<file path="src/rtl/snn_pkg.sv">
// Shared types and helpers for the SNN front-end.
// Voltage-domain width, saturation ceiling and refractory FSM states.
package snn_pkg;

   localparam int VW = 14;
   localparam logic [VW-1:0] VMAX = 14'h3FFF;

   typedef logic [VW-1:0] volt_t;

   typedef enum logic {
      IDLE,
      REFRAC
   } refrac_state_t;

   function automatic volt_t sat_add(volt_t a, logic [VW:0] b);
      logic [VW+1:0] s;
      s = {2'b00, a} + {1'b0, b};
      if (s > {2'b00, VMAX}) begin
         return VMAX;
      end
      return s[VW-1:0];
   endfunction

endpackage

</file>
<file path="src/rtl/psp_trace.sv">
// One decaying post-synaptic-potential trace register.
// Decays each cycle, adds the weight on a spike, saturates, clears on demand.
module psp_trace
   import snn_pkg::*;
#(
   parameter int    DECAY_SHIFT = 2,
   parameter volt_t VMAX        = snn_pkg::VMAX
) (
   input  logic  clk,
   input  logic  reset,
   input  logic  i_spike,
   input  volt_t i_weight,
   input  logic  i_clear,
   input  logic  i_hold,
   output volt_t o_trace
);

   localparam volt_t RES = volt_t'(1 << DECAY_SHIFT);

   volt_t trace_q;
   volt_t trace_d;
   volt_t dec;
   volt_t nxt;
   logic [VW:0] add;

   always_comb begin
      dec = trace_q - (trace_q >> DECAY_SHIFT);
      add = i_spike ? {1'b0, i_weight} : '0;
      nxt = sat_add(dec, add);
      if (nxt > VMAX) begin
         nxt = VMAX;
      end
      trace_d = trace_q;
      if (i_clear) begin
         trace_d = '0;
      end else if (!i_hold) begin
         // a small residue would never decay away under the shift rule
         if (!i_spike && (trace_q < RES)) begin
            trace_d = '0;
         end else begin
            trace_d = nxt;
         end
      end
   end

   always_ff @(posedge clk or negedge reset) begin
      if (!reset) begin
         trace_q <= '0;
      end else begin
         trace_q <= trace_d;
      end
   end

   assign o_trace = trace_q;

endmodule

</file>
<file path="src/rtl/psp_decay_accum.sv">
// PSP trace bank, saturated trace sum, membrane leak and refractory FSM
// feeding the SRM0 spike/sum stage.
module psp_decay_accum
   import snn_pkg::*;
#(
   parameter int    N_SYN         = 4,
   parameter int    DECAY_SHIFT   = 2,
   parameter int    LEAK_SHIFT    = 4,
   parameter int    REFRAC_CYCLES = 4,
   parameter volt_t VMAX          = snn_pkg::VMAX
) (
   input  logic                clk,
   input  logic                reset,
   input  logic [N_SYN-1:0]    i_spikes,
   input  logic [VW*N_SYN-1:0] i_weights,
   input  volt_t               i_voltage,
   input  logic                i_post_spike,
   output volt_t               o_sum,
   output volt_t               o_cond_decay,
   output logic                o_refractory
);

   localparam int SW = VW + $clog2(N_SYN);
   localparam int CW = (REFRAC_CYCLES > 1) ? $clog2(REFRAC_CYCLES) : 1;

   refrac_state_t state_q, state_d;
   logic [CW-1:0] cnt_q, cnt_d;
   volt_t         sum_q, sum_d;
   volt_t         cd_q, cd_d;

   volt_t         trace [N_SYN];
   logic [SW-1:0] tsum;
   logic          trig;
   logic          hold;

   assign trig = (state_q == IDLE) && i_post_spike;
   assign hold = (state_q == REFRAC);

   for (genvar k = 0; k < N_SYN; k++) begin : g_syn
      psp_trace #(
         .DECAY_SHIFT (DECAY_SHIFT),
         .VMAX        (VMAX)
      ) u_trace (
         .clk      (clk),
         .reset    (reset),
         .i_spike  (i_spikes[k]),
         .i_weight (i_weights[VW*k +: VW]),
         .i_clear  (trig),
         .i_hold   (hold),
         .o_trace  (trace[k])
      );
   end

   always_comb begin
      tsum = '0;
      for (int k = 0; k < N_SYN; k++) begin
         tsum = tsum + SW'(trace[k]);
      end
   end

   always_comb begin
      state_d = state_q;
      cnt_d   = cnt_q;
      unique case (state_q)
         IDLE: begin
            if (i_post_spike) begin
               state_d = REFRAC;
               cnt_d   = CW'(REFRAC_CYCLES - 1);
            end
         end
         REFRAC: begin
            // a second post-spike here does not restart the period
            if (cnt_q == '0) begin
               state_d = IDLE;
            end else begin
               cnt_d = cnt_q - CW'(1);
            end
         end
         default: begin
            state_d = IDLE;
            cnt_d   = '0;
         end
      endcase
   end

   always_comb begin
      sum_d = '0;
      cd_d  = '0;
      if (!trig && !hold) begin
         if (tsum > SW'(VMAX)) begin
            sum_d = VMAX;
         end else begin
            sum_d = tsum[VW-1:0];
         end
         cd_d = i_voltage - (i_voltage >> LEAK_SHIFT);
      end
   end

   always_ff @(posedge clk or negedge reset) begin
      if (!reset) begin
         state_q <= IDLE;
         cnt_q   <= '0;
         sum_q   <= '0;
         cd_q    <= '0;
      end else begin
         state_q <= state_d;
         cnt_q   <= cnt_d;
         sum_q   <= sum_d;
         cd_q    <= cd_d;
      end
   end

   assign o_sum        = sum_q;
   assign o_cond_decay = cd_q;
   assign o_refractory = (state_q == REFRAC);

endmodule

</file>
<file path="config.mk">
export PLATFORM = sky130hd
export DESIGN_NAME = psp_decay_accum
export DESIGN_NICKNAME = d
export VERILOG_FILES = /design/src/rtl/snn_pkg.sv /design/src/rtl/psp_trace.sv /design/src/rtl/psp_decay_accum.sv
export SDC_FILE = /design/constraint.sdc
export NUM_CORES = 1
export LEC_CHECK = 0
export CORE_UTILIZATION = 59
export DETAILED_ROUTE_END_ITERATION = 6
export PLACE_DENSITY = 0.83
export SLEW_MARGIN = 20
export SYNTH_ARGS = -nofsm -noshare
export SYNTH_HDL_FRONTEND = slang
export SYNTH_SLANG_ARGS = --single-unit
</file>
<file path="constraint.sdc">
create_clock -name clk -period 4.7 [get_ports clk]
set_clock_uncertainty 0.15 [all_clocks]
set_input_delay 0.94 -clock clk [delete_from_list [all_inputs] [get_ports clk]]
set_output_delay 0.94 -clock clk [all_outputs]
set_load 0.02 [all_outputs]
</file>
==> impl_results.md, run 1 <==
* Status: complete, no violations
* DR WL/cell at 16.2 µm
* DIE HEIGHT at 132 µm
* Clock slew at reported path FFs at 0.07 ns
* Largest net degree at the start of global routing at 88
* # port buffers at 105
* Syn nets at 1405
* Register area at 2180 µm²
* All-Layer GR Usage at 28.7%
* CP Max Fanout at 12
* Setup bufs post-CTS at 0
* Mux contribution to synthesized area at 0.613%
* Most frequent cells in the layout: 130 x ha_1, 104 x clkdlybuf4s50_1, 97 x inv_1, 93 x a21oi_1, 86 x dfrtp_1
* CTS tree: done
* Worst slew pin tran at 0.853 ns
* H-tree depth at 3
* Vias/cell at 6.07
* Clock latency on the worst-skew pair at 0.36 ns
* Req. time, crit path at 4.79 ns
* Synth Area in Simple Gates at 17.4%
* Max-Slew Margin vs Limit at 42.4%
* Synth Area in XOR/XNOR at 8.15%
* Area growth from synthesis to layout at 15.9%
* ANT cells at 0
* Synth Area in Compound Gates at 23.5%
* Initial Util at 60.3%
* Fillers at 1323
* Gates resized, CTS repair at 0
* DR vias at 8998
* Crit path launch: g_syn[0].u_trace.o_trace[3]
* Post-synthesis sequential area ratio at 21.8%
* Vias in the first global route at 8662
* Adder-Cell Fraction of Synth Area at 23.7%
* Core ar. at 16600 µm²
* Reg2reg start: g_syn[0].u_trace.o_trace[3]
* Worst Setup Slack, final at 0.379 ns
* Fin. Hold Viols at 0
* CP Capture Type: register
* Commonest non-fill, non-tap cell in the layout: ha_1
* First-pass GRT wire length at 40.9 mm
* Max Fclk at 231 MHz
* Root buf cell: clkbuf_16
* Minimum clock period at 4.32 ns
* Synthesis Warnings at 0
* Final HPWL DP at 19.0 mm
* Cell Area, Synth at 10000 µm²
* CP Launch Type: register
* CTS max path bufs at 2
* Multi-input logic area at 7350 µm²
* Ports at 106
* RSZ-0062 raised after global routing: no
* Cells after Synth at 1161
* First-pass DRT Iterations at 6
* Drt total wl at 24.1 mm
* Setup Viol. Count Final at 0
* Share of cells above drive strength 1 at 3.56%
* GR Overflow Total at 0
* Tightest Hold Check Type: register to register
* Hold-fix buffers, CTS at 0
* Clock Sinks at 87
* Sum Neg Setup Slack at 0 ns
* Ys async rst share at 100%
* Final ANT Viol Nets at 0
* Post-Place Setup Slack at 0.290 ns
* Die X at 132 µm
* Syn Area/Cell at 8.61 µm²
* Yosys reg bits at 87
* Initial antenna violation count at 0
* CP Data Arrival Time at 4.41 ns
* Min-delay src: o_refractory
* Drt initial violations at 666
* Die area at 17500 µm²
* Max cap viols at 0
* Post-synth EDFFs at 0
* Remaining DRCs at 0
* # rows at 47
* Final worst-path cycle share at 91.9%
* Final #Nets at 1502
* WS Path Type: register to register
* Gpl congestion at 0.936
* Fin. max-slew vios at 0
* CTS Buf Count at 9
* Synth cell types at 68
* Main combinational cell family by area after synthesis: adder cells
* Top_reg_cell synth: dfrtp_1
-- sequential cells by signal, summed over array words and instances, names as in the netlist --
register	cells
o_sum	14
o_cond_decay	14
g_syn.u_trace.o_trace	56
o_refractory	1
cnt_q	2
-- metal layers --
metal  vias up  wire length (µm)  global-route usage (%)
li1       4414                 -                       -
met1      4222             10700                    37.7
met2       302             11400                    47.9
met3        60              1310                    4.92
met4         0               663                    9.83
met5         -                 0                       0
-- cells by family (layout without fill, tap and decap cells) --
kind of cell    count (synthesis)  after routing
xor+xnor                       93             93
mux                             6              6
compound gates                343            343
simple gates                  338            338
buf+inv                       127            229
flops                          87             87
fa+ha+maj                     167            167
-- layout make-up --
type	instances	share of cell area, %
Inverter	98	3.17
Tap cell	220	2.37
Clock inverter	6	0.421
Sequential cell	87	18.8
Timing Repair Buffer	115	9.73
Clock buffer	10	2.06
Multi-Input combinational cell	947	63.4
-- cells in the mapped netlist (all sizes together) (3+ instances only) --
library cell / number / share of area (%)
a22oi: 5 / 0.38
fa: 37 / 7.4
a2111oi: 7 / 0.63
nor3: 34 / 1.8
a211o: 5 / 0.44
o21bai: 6 / 0.49
buf: 4 / 0.24
nor3b: 3 / 0.23
a41o: 4 / 0.40
o31ai: 5 / 0.38
mux2i: 5 / 0.50
or4: 5 / 0.38
or3: 12 / 0.75
or2: 8 / 0.50
o21ai: 65 / 3.3
o22ai: 3 / 0.19
a21boi: 6 / 0.45
o21a: 25 / 1.9
ha: 130 / 16
inv: 98 / 3.7
dfrtp: 87 / 22
o2111ai: 4 / 0.35
a21oi: 93 / 4.7
a211oi: 11 / 0.83
nand3b: 3 / 0.23
nand2: 52 / 2.0
nand3: 17 / 0.85
and2: 60 / 3.8
nor2b: 19 / 1.2
o31a: 6 / 0.53
a21o: 25 / 1.9
o211ai: 9 / 0.68
a41oi: 3 / 0.26
nor4: 14 / 0.88
clkbuf: 25 / 0.94
a31oi: 9 / 0.56
nand2b: 20 / 1.3
nor2: 80 / 3.0
xor2: 31 / 2.7
a221o: 33 / 3.3
nand4: 8 / 0.50
xnor2: 62 / 5.4
-- worst paths after layout --
check                                                    end  slack (ns)  cells after the start
worst min-delay path                                cnt_q[0]        0.37                      1
worst max register to register  g_syn[0].u_trace.o_trace[11]        0.38                     17
min in group asynchronous                    o_cond_decay[3]        0.48                      1
max in group asynchronous                       o_refractory        3.36                      1
worst min register to register                      cnt_q[0]        0.37                      1
worst max-delay path            g_syn[0].u_trace.o_trace[11]        0.38                     17
-- worst max-delay path: stages (launching register included) --
cell	delay [ns]
dfrtp_1	0.45
inv_1	0.13
ha_1	0.29
nor2b_1	0.13
o21ai_0	0.28
a21boi_1	0.16
o21a_1	0.21
nor2_1	0.12
xnor2_1	0.15
ha_1	0.34
and3_1	0.22
a221o_1	0.37
a311oi_2	0.42
o21ai_2	0.14
nor3_2	0.11
nor2_1	0.06
buf_4	0.17
a221o_1	0.27
-- per-stage QoR --
step / area [µm²] / hold WS [ns] / util [%] / cells
floorplan: 10000 / 0.357 / - / 1161
global placement: 11300 / 0.372 / 68.0 / 1467
detailed placement: 11300 / 0.367 / 68.1 / 1467
CTS: 11600 / 0.376 / 69.8 / 1483
global route: 11600 / 0.403 / 69.9 / 1483
finish: 11600 / 0.374 / 69.9 / 1483
Power of run 1 is left out: the tool's default activity adds up to more than one toggle a clock period on the data nets, which glitch-free logic cannot reach.
==> run 2: changes to the inputs <==
--- a/config.mk
+++ b/config.mk
@@ -5,9 +5,8 @@
 export SDC_FILE = /design/constraint.sdc
 export NUM_CORES = 1
 export LEC_CHECK = 0
-export CORE_UTILIZATION = 59
+export CORE_UTILIZATION = 37
 export DETAILED_ROUTE_END_ITERATION = 6
-export PLACE_DENSITY = 0.83
 export SLEW_MARGIN = 20
 export SYNTH_ARGS = -nofsm -noshare
 export SYNTH_HDL_FRONTEND = slang
==> impl_results.md, run 2 (same netlist as run 1, synthesis figures left out) <==
* Status: complete, but fails checks
* Failing checks: DRC
* Initial antenna violation count at 0 (unchanged)
* Clock Sinks at 87 (unchanged)
* Max FFs per register at 56 (unchanged)
* CTS max path bufs at 2 (unchanged)
* Fin. max-slew vios at 0 (unchanged)
* DR WL/cell at 15.5 µm (-4.4%)
* Gpl congestion at 0.840 (-10%)
* CP Launch Type: register
* GR Overflow Total at 0 (unchanged)
* Setup bufs post-CTS at 0 (unchanged)
* Die X at 166 µm (+26%)
* First-pass DRT Iterations at 7 (+1)
* Gates resized, CTS repair at 0 (unchanged)
* Max-Slew Margin vs Limit at 42.5% (+0.13 points)
* Final Cell Area at 11700 µm² (+1.3%)
* Fin. Hold Viols at 0 (unchanged)
* Clock latency on the worst-skew pair at 0.36 ns (about the same)
* ANT cells at 0 (unchanged)
* CP max stage cell: dfrtp_1
* Final Instance Count excl. Fillers at 1601 (+8.0%)
* Initial Util at 38.0% (-22 points)
* Remaining DRCs at 3 (+3)
* Buf+Inv Stages, Crit Path at 2 (unchanged)
* Worst Setup Slack, final at 0.339 ns (-0.0399 ns)
* Sum Neg Setup Slack at 0 ns (unchanged)
* WS Path Type: register to register
* Req. time, crit path at 4.77 ns (-0.02 ns)
* Vias in the first global route at 8322 (-3.9%)
* Delay-heaviest family, CP: compound AO/OA/AOI/OAI gates
* # rows at 59 (+26%)
* CP Max Fanout at 12 (unchanged)
* DIE HEIGHT at 166 µm (+26%)
* Setup Viol. Count Final at 0 (unchanged)
* Placed Area at 11400 µm² (+1.4%)
* Minimum clock period at 4.36 ns (+0.0399 ns)
* CP Data Arrival Time at 4.43 ns (+0.02 ns)
* DR vias at 8710 (-3.2%)
* Ports at 106 (unchanged)
* Largest net degree at the start of global routing at 68 (-23%)
* CP Capture Type: register
* Final HPWL DP at 20.1 mm (+5.9%)
* H-tree depth at 3 (unchanged)
* Max Fclk at 229 MHz (-0.91%)
* Area growth from synthesis to layout at 17.5%
* CP peak stage delay at 0.51 ns (+0.06 ns)
* First-pass GRT wire length at 41.2 mm (+0.88%)
* Final worst-path cycle share at 92.8% (+0.85 points)
* Post-Place Setup Slack at 0.334 ns (+0.0439 ns)
* Worst R2R Setup Slack at 0.34 ns (-0.04 ns)
* Worst slew pin tran at 0.863 ns (+0.00931 ns)
* Hold-fix buffers, CTS at 0 (unchanged)
* Core ar. at 26300 µm² (+58%)
* Max cap viols at 0 (unchanged)
* Drt total wl at 24.8 mm (+3.2%)
* Die area at 27700 µm² (+58%)
* RSZ-0062 raised after global routing: no
* Placed cells at 1585 (+8.0%)
* # port buffers at 105 (unchanged)
* Clock slew at reported path FFs at 0.07 ns (about the same)
* Final #Nets at 1505 (+0.20%)
* Drt initial violations at 405 (-39%)
* Vias/cell at 5.44 (-10%)
* CTS Buf Count at 9 (unchanged)
* All-Layer GR Usage at 18.2% (-11 points)
* Crit-path cells: ha_1 > inv_1 > fa_1 > a21o_1 > a21oi_1 > nor2b_1 > nand2b_1 > a41o_1 > nor2_1 > xnor2_1 > ha_1 > a21o_1 > a2111o_1 > a21oi_1 > a22oi_1 > buf_4 > nor2_1 > o21ai_0
* Tightest Hold Check Type: register to register
* Commonest non-fill, non-tap cell in the layout: ha_1
* CTS tree: done
* Most frequent cells in the layout: 130 x ha_1, 104 x clkdlybuf4s50_1, 97 x inv_1, 93 x a21oi_1, 86 x dfrtp_1
* Final ANT Viol Nets at 0 (unchanged)
* Root buf cell: clkbuf_16
* Share of cells above drive strength 1 at 3.71% (+0.15 points)
## run 2: cell count changes in the layout (fill, tap and decap cells not counted), moves of 2 or more
cell,previous run,this run
buf_4,10,14
clkinv_4,0,2
inv_6,5,2
inv_8,0,2
## run 2: final timing paths
kind / from / depth (start not counted) / to
hold / removal: cnt_q[1] / 2 / cnt_q[1]
hold reg to reg: cnt_q[1] / 2 / cnt_q[1]
setup / recovery: g_syn[1].u_trace.o_trace[2] / 18 / g_syn[1].u_trace.o_trace[2]
setup reg to reg: g_syn[1].u_trace.o_trace[2] / 18 / g_syn[1].u_trace.o_trace[2]
max in group asynchronous: reset / 2 / o_sum[7]
min in group asynchronous: reset / 1 / o_cond_decay[0]
## run 2: area by class of cell
| class | count | area (µm²) |
|---|---|---|
| Fill cell | 2635 | 14500 |
| Multi-Input combinational cell | 947 | 7340 |
| Sequential cell | 87 | 2180 |
| Timing Repair Buffer | 118 | 1150 |
| Tap cell | 335 | 419 |
| Inverter | 98 | 368 |
| Clock buffer | 9 | 225 |
| Clock inverter | 7 | 73.8 |
## run 2: routing by layer
layer | wire [µm] | share of wire, % | track usage, % | vias to the layer above
met2 | 11500 | 46 | 30.3 | 160
met4 | 174 | 0.70 | 3.26 | 0
met3 | 792 | 3.2 | 1.98 | 12
li1 | - | - | - | 4406
met5 | 0 | 0 | 0 | -
met1 | 12300 | 50 | 25.6 | 4132
## run 2: stage by stage
step / utilization [%] / hold WS, ns
3_5_place_dp: 43.6 / 0.411
2_1_floorplan: - / 0.357
6_report: 44.7 / 0.419
3_3_place_gp: 43.6 / 0.398
5_1_grt: 44.7 / 0.441
4_1_cts: 44.7 / 0.421
## run 2: tightest hold or removal path: stages (launching register included)
cell	delay, ns
dfrtp_1	0.36
inv_1	0.08
a22oi_1	0.09
Power of run 2 is left out for the same reason.
==> run 3: changes to the inputs <==
--- a/config.mk
+++ b/config.mk
@@ -5,6 +5,7 @@
 export SDC_FILE = /design/constraint.sdc
 export NUM_CORES = 1
 export LEC_CHECK = 0
+export CORE_MARGIN = 2
 export CORE_UTILIZATION = 37
 export DETAILED_ROUTE_END_ITERATION = 6
 export SLEW_MARGIN = 20
==> impl_results.md, run 3 (same netlist as run 1, synthesis figures left out) <==
* Clock latency on the worst-skew pair at 0.36 ns (about the same)
* Clock Sinks at 87 (unchanged)
* Vias/cell at 5.45 (+0.23%)
* Placed Area at 11500 µm² (+0.20%)
* Max-Slew Margin vs Limit at 38.9% (-3.6 points)
* CP Launch Type: register
* # port buffers at 105 (unchanged)
* Commonest non-fill, non-tap cell in the layout: ha_1
* Crit path launch: g_syn[1].u_trace.o_trace[2]
* Most frequent cells in the layout: 130 x ha_1, 104 x clkdlybuf4s50_1, 97 x inv_1, 92 x a21oi_1, 86 x dfrtp_1
* # rows at 60 (+1.7%)
* Met2 usage at 29.6% (-0.62 points)
* Share of cells above drive strength 1 at 3.94% (+0.23 points)
* Met3 GRT Util at 2.26% (+0.28 points)
* Req. time, crit path at 4.77 ns (about the same)
* Initial antenna violation count at 0 (unchanged)
* CP Capture Type: register
* Area growth from synthesis to layout at 17.7%
* Clock slew at reported path FFs at 0.07 ns (about the same)
* H-tree depth at 3 (unchanged)
* Crit-path cells: ha_1 > inv_1 > fa_1 > a21o_1 > a21oi_1 > nor2b_1 > nand2b_1 > a41o_1 > nor2_1 > xnor2_1 > ha_1 > a21o_1 > a2111o_1 > a21oi_2 > a22oi_1 > buf_4 > nor2_1 > o21ai_0
* Final #Nets at 1507 (+0.13%)
* Setup bufs post-CTS at 0 (unchanged)
* CP max stage cell: dfrtp_1
* Largest net degree at the start of global routing at 66 (-2.9%)
* Root buf cell: clkbuf_16
* Vias in the first global route at 8427 (+1.3%)
* Max FFs per register at 56 (unchanged)
* Status: complete, no violations
* Gpl congestion at 0.851 (+1.3%)
* Drt initial violations at 499 (+23%)
* Max cap viols at 0 (unchanged)
* Busiest grt layer: met2
* Initial Util at 37.4% (-0.63 points)
* Fin. max-slew vios at 0 (unchanged)
* RR Endpoint: g_syn[1].u_trace.o_trace[3]
* Ports at 106 (unchanged)
* GR Overflow Total at 0 (unchanged)
* Setup Viol. Count Final at 0 (unchanged)
* Fin. Hold Viols at 0 (unchanged)
* Worst slew pin tran at 0.905 ns (+0.0424 ns)
* Final ANT Viol Nets at 0 (unchanged)
* Hold-fix buffers, CTS at 0 (unchanged)
* DR vias at 8774 (+0.73%)
* CTS Buf Count at 9 (unchanged)
* RSZ-0062 raised after global routing: no
* Hold depth at 1 (-1)
* Met1 GRT Util at 24.8% (-0.83 points)
* CTS max path bufs at 2 (unchanged)
* Die X at 168 µm (+1.2%)
* CTS tree: done
* First-pass DRT Iterations at 5 (-2)
* DR WL/cell at 15.6 µm (+0.38%)
* Reg2reg start: g_syn[1].u_trace.o_trace[2]
* Final worst-path cycle share at 91.3% (-1.5 points)
* CP Data Arrival Time at 4.36 ns (-0.07 ns)
* Hold_ws at 0.420 ns (+0.000104 ns)
* Final Cell Area at 11800 µm² (+0.19%)
* Reg2Reg Depth at 18 (unchanged)
* Die area at 28400 µm² (+2.4%)
* First-pass GRT wire length at 41.1 mm (-0.22%)
* Worst R2R Setup Slack at 0.41 ns (+0.07 ns)
* WS Path Type: register to register
* CP Max Fanout at 12 (unchanged)
* CP peak stage delay at 0.51 ns (about the same)
* All-Layer GR Usage at 17.8% (-0.41 points)
* Critical path destination: g_syn[1].u_trace.o_trace[3]
* Tightest Hold Check Type: register to register
* Core ar. at 26700 µm² (+1.7%)
* Remaining DRCs at 0 (-3)
* Final HPWL DP at 20.0 mm (-0.41%)
* DIE HEIGHT at 168 µm (+1.2%)
* Max Fclk at 233 MHz (+1.6%)
* Sum Neg Setup Slack at 0 ns (unchanged)
* Drt total wl at 25.1 mm (+0.88%)
* Final Util at 44.0% (-0.66 points)
* ANT cells at 0 (unchanged)
* Minimum clock period at 4.29 ns (-0.0707 ns)
[run 3: layout make-up]
cell class                 instances  area [µm²]
timing repair buffer             120        1160
multi-input combinational        947        7340
tap                              341         427
clock inverter                     7        68.8
inverter                          98         368
sequential                        87        2180
fill                            2675       15000
clock buffer                       9         225
[run 3: how the worst min path moves through the flow]
stage | from | end | slack, ns
floorplan | g_syn[1].u_trace.o_trace[0] | g_syn[1].u_trace.o_trace[0] | 0.36
global placement | g_syn[3].u_trace.o_trace[0] | g_syn[3].u_trace.o_trace[0] | 0.39
detailed placement | g_syn[3].u_trace.o_trace[0] | g_syn[3].u_trace.o_trace[0] | 0.40
CTS | g_syn[3].u_trace.o_trace[0] | g_syn[3].u_trace.o_trace[0] | 0.42
global route | g_syn[3].u_trace.o_trace[0] | g_syn[3].u_trace.o_trace[0] | 0.45
finish | g_syn[3].u_trace.o_trace[0] | g_syn[3].u_trace.o_trace[0] | 0.42
[run 3: metrics by stage]
stage                     setup WS, ns  instances
after detailed placement         0.359       1593
after global placement           0.401       1593
after CTS                        0.312       1609
after floorplan                  0.712       1161
final                            0.410       1609
after global routing            0.0493       1609
[run 3: timing repair]
item                                    4_1_cts  5_1_grt
gates resized for setup                       0        2
endpoints found under the setup margin        0        7
hold endpoints to repair                      0        0
[run 3: critical path, delay by kind of cell (launching register included)]
kind,cells,cell delay [ns]
adders and majority gates,3,0.96
xor gates and xnor gates,1,0.15
AOI/OAI and AO/OA,8,1.63
and+or+nand+nor,4,0.49
buffers and inverters,2,0.26
DFF,1,0.51
[run 3: per-layer routing]
metal,part of all wire (%),vias to the layer above
li1,-,4417
met1,49,4166
met4,1.3,0
met2,47,168
met5,0,-
met3,3.0,23
Power of run 3 is left out for the same reason.
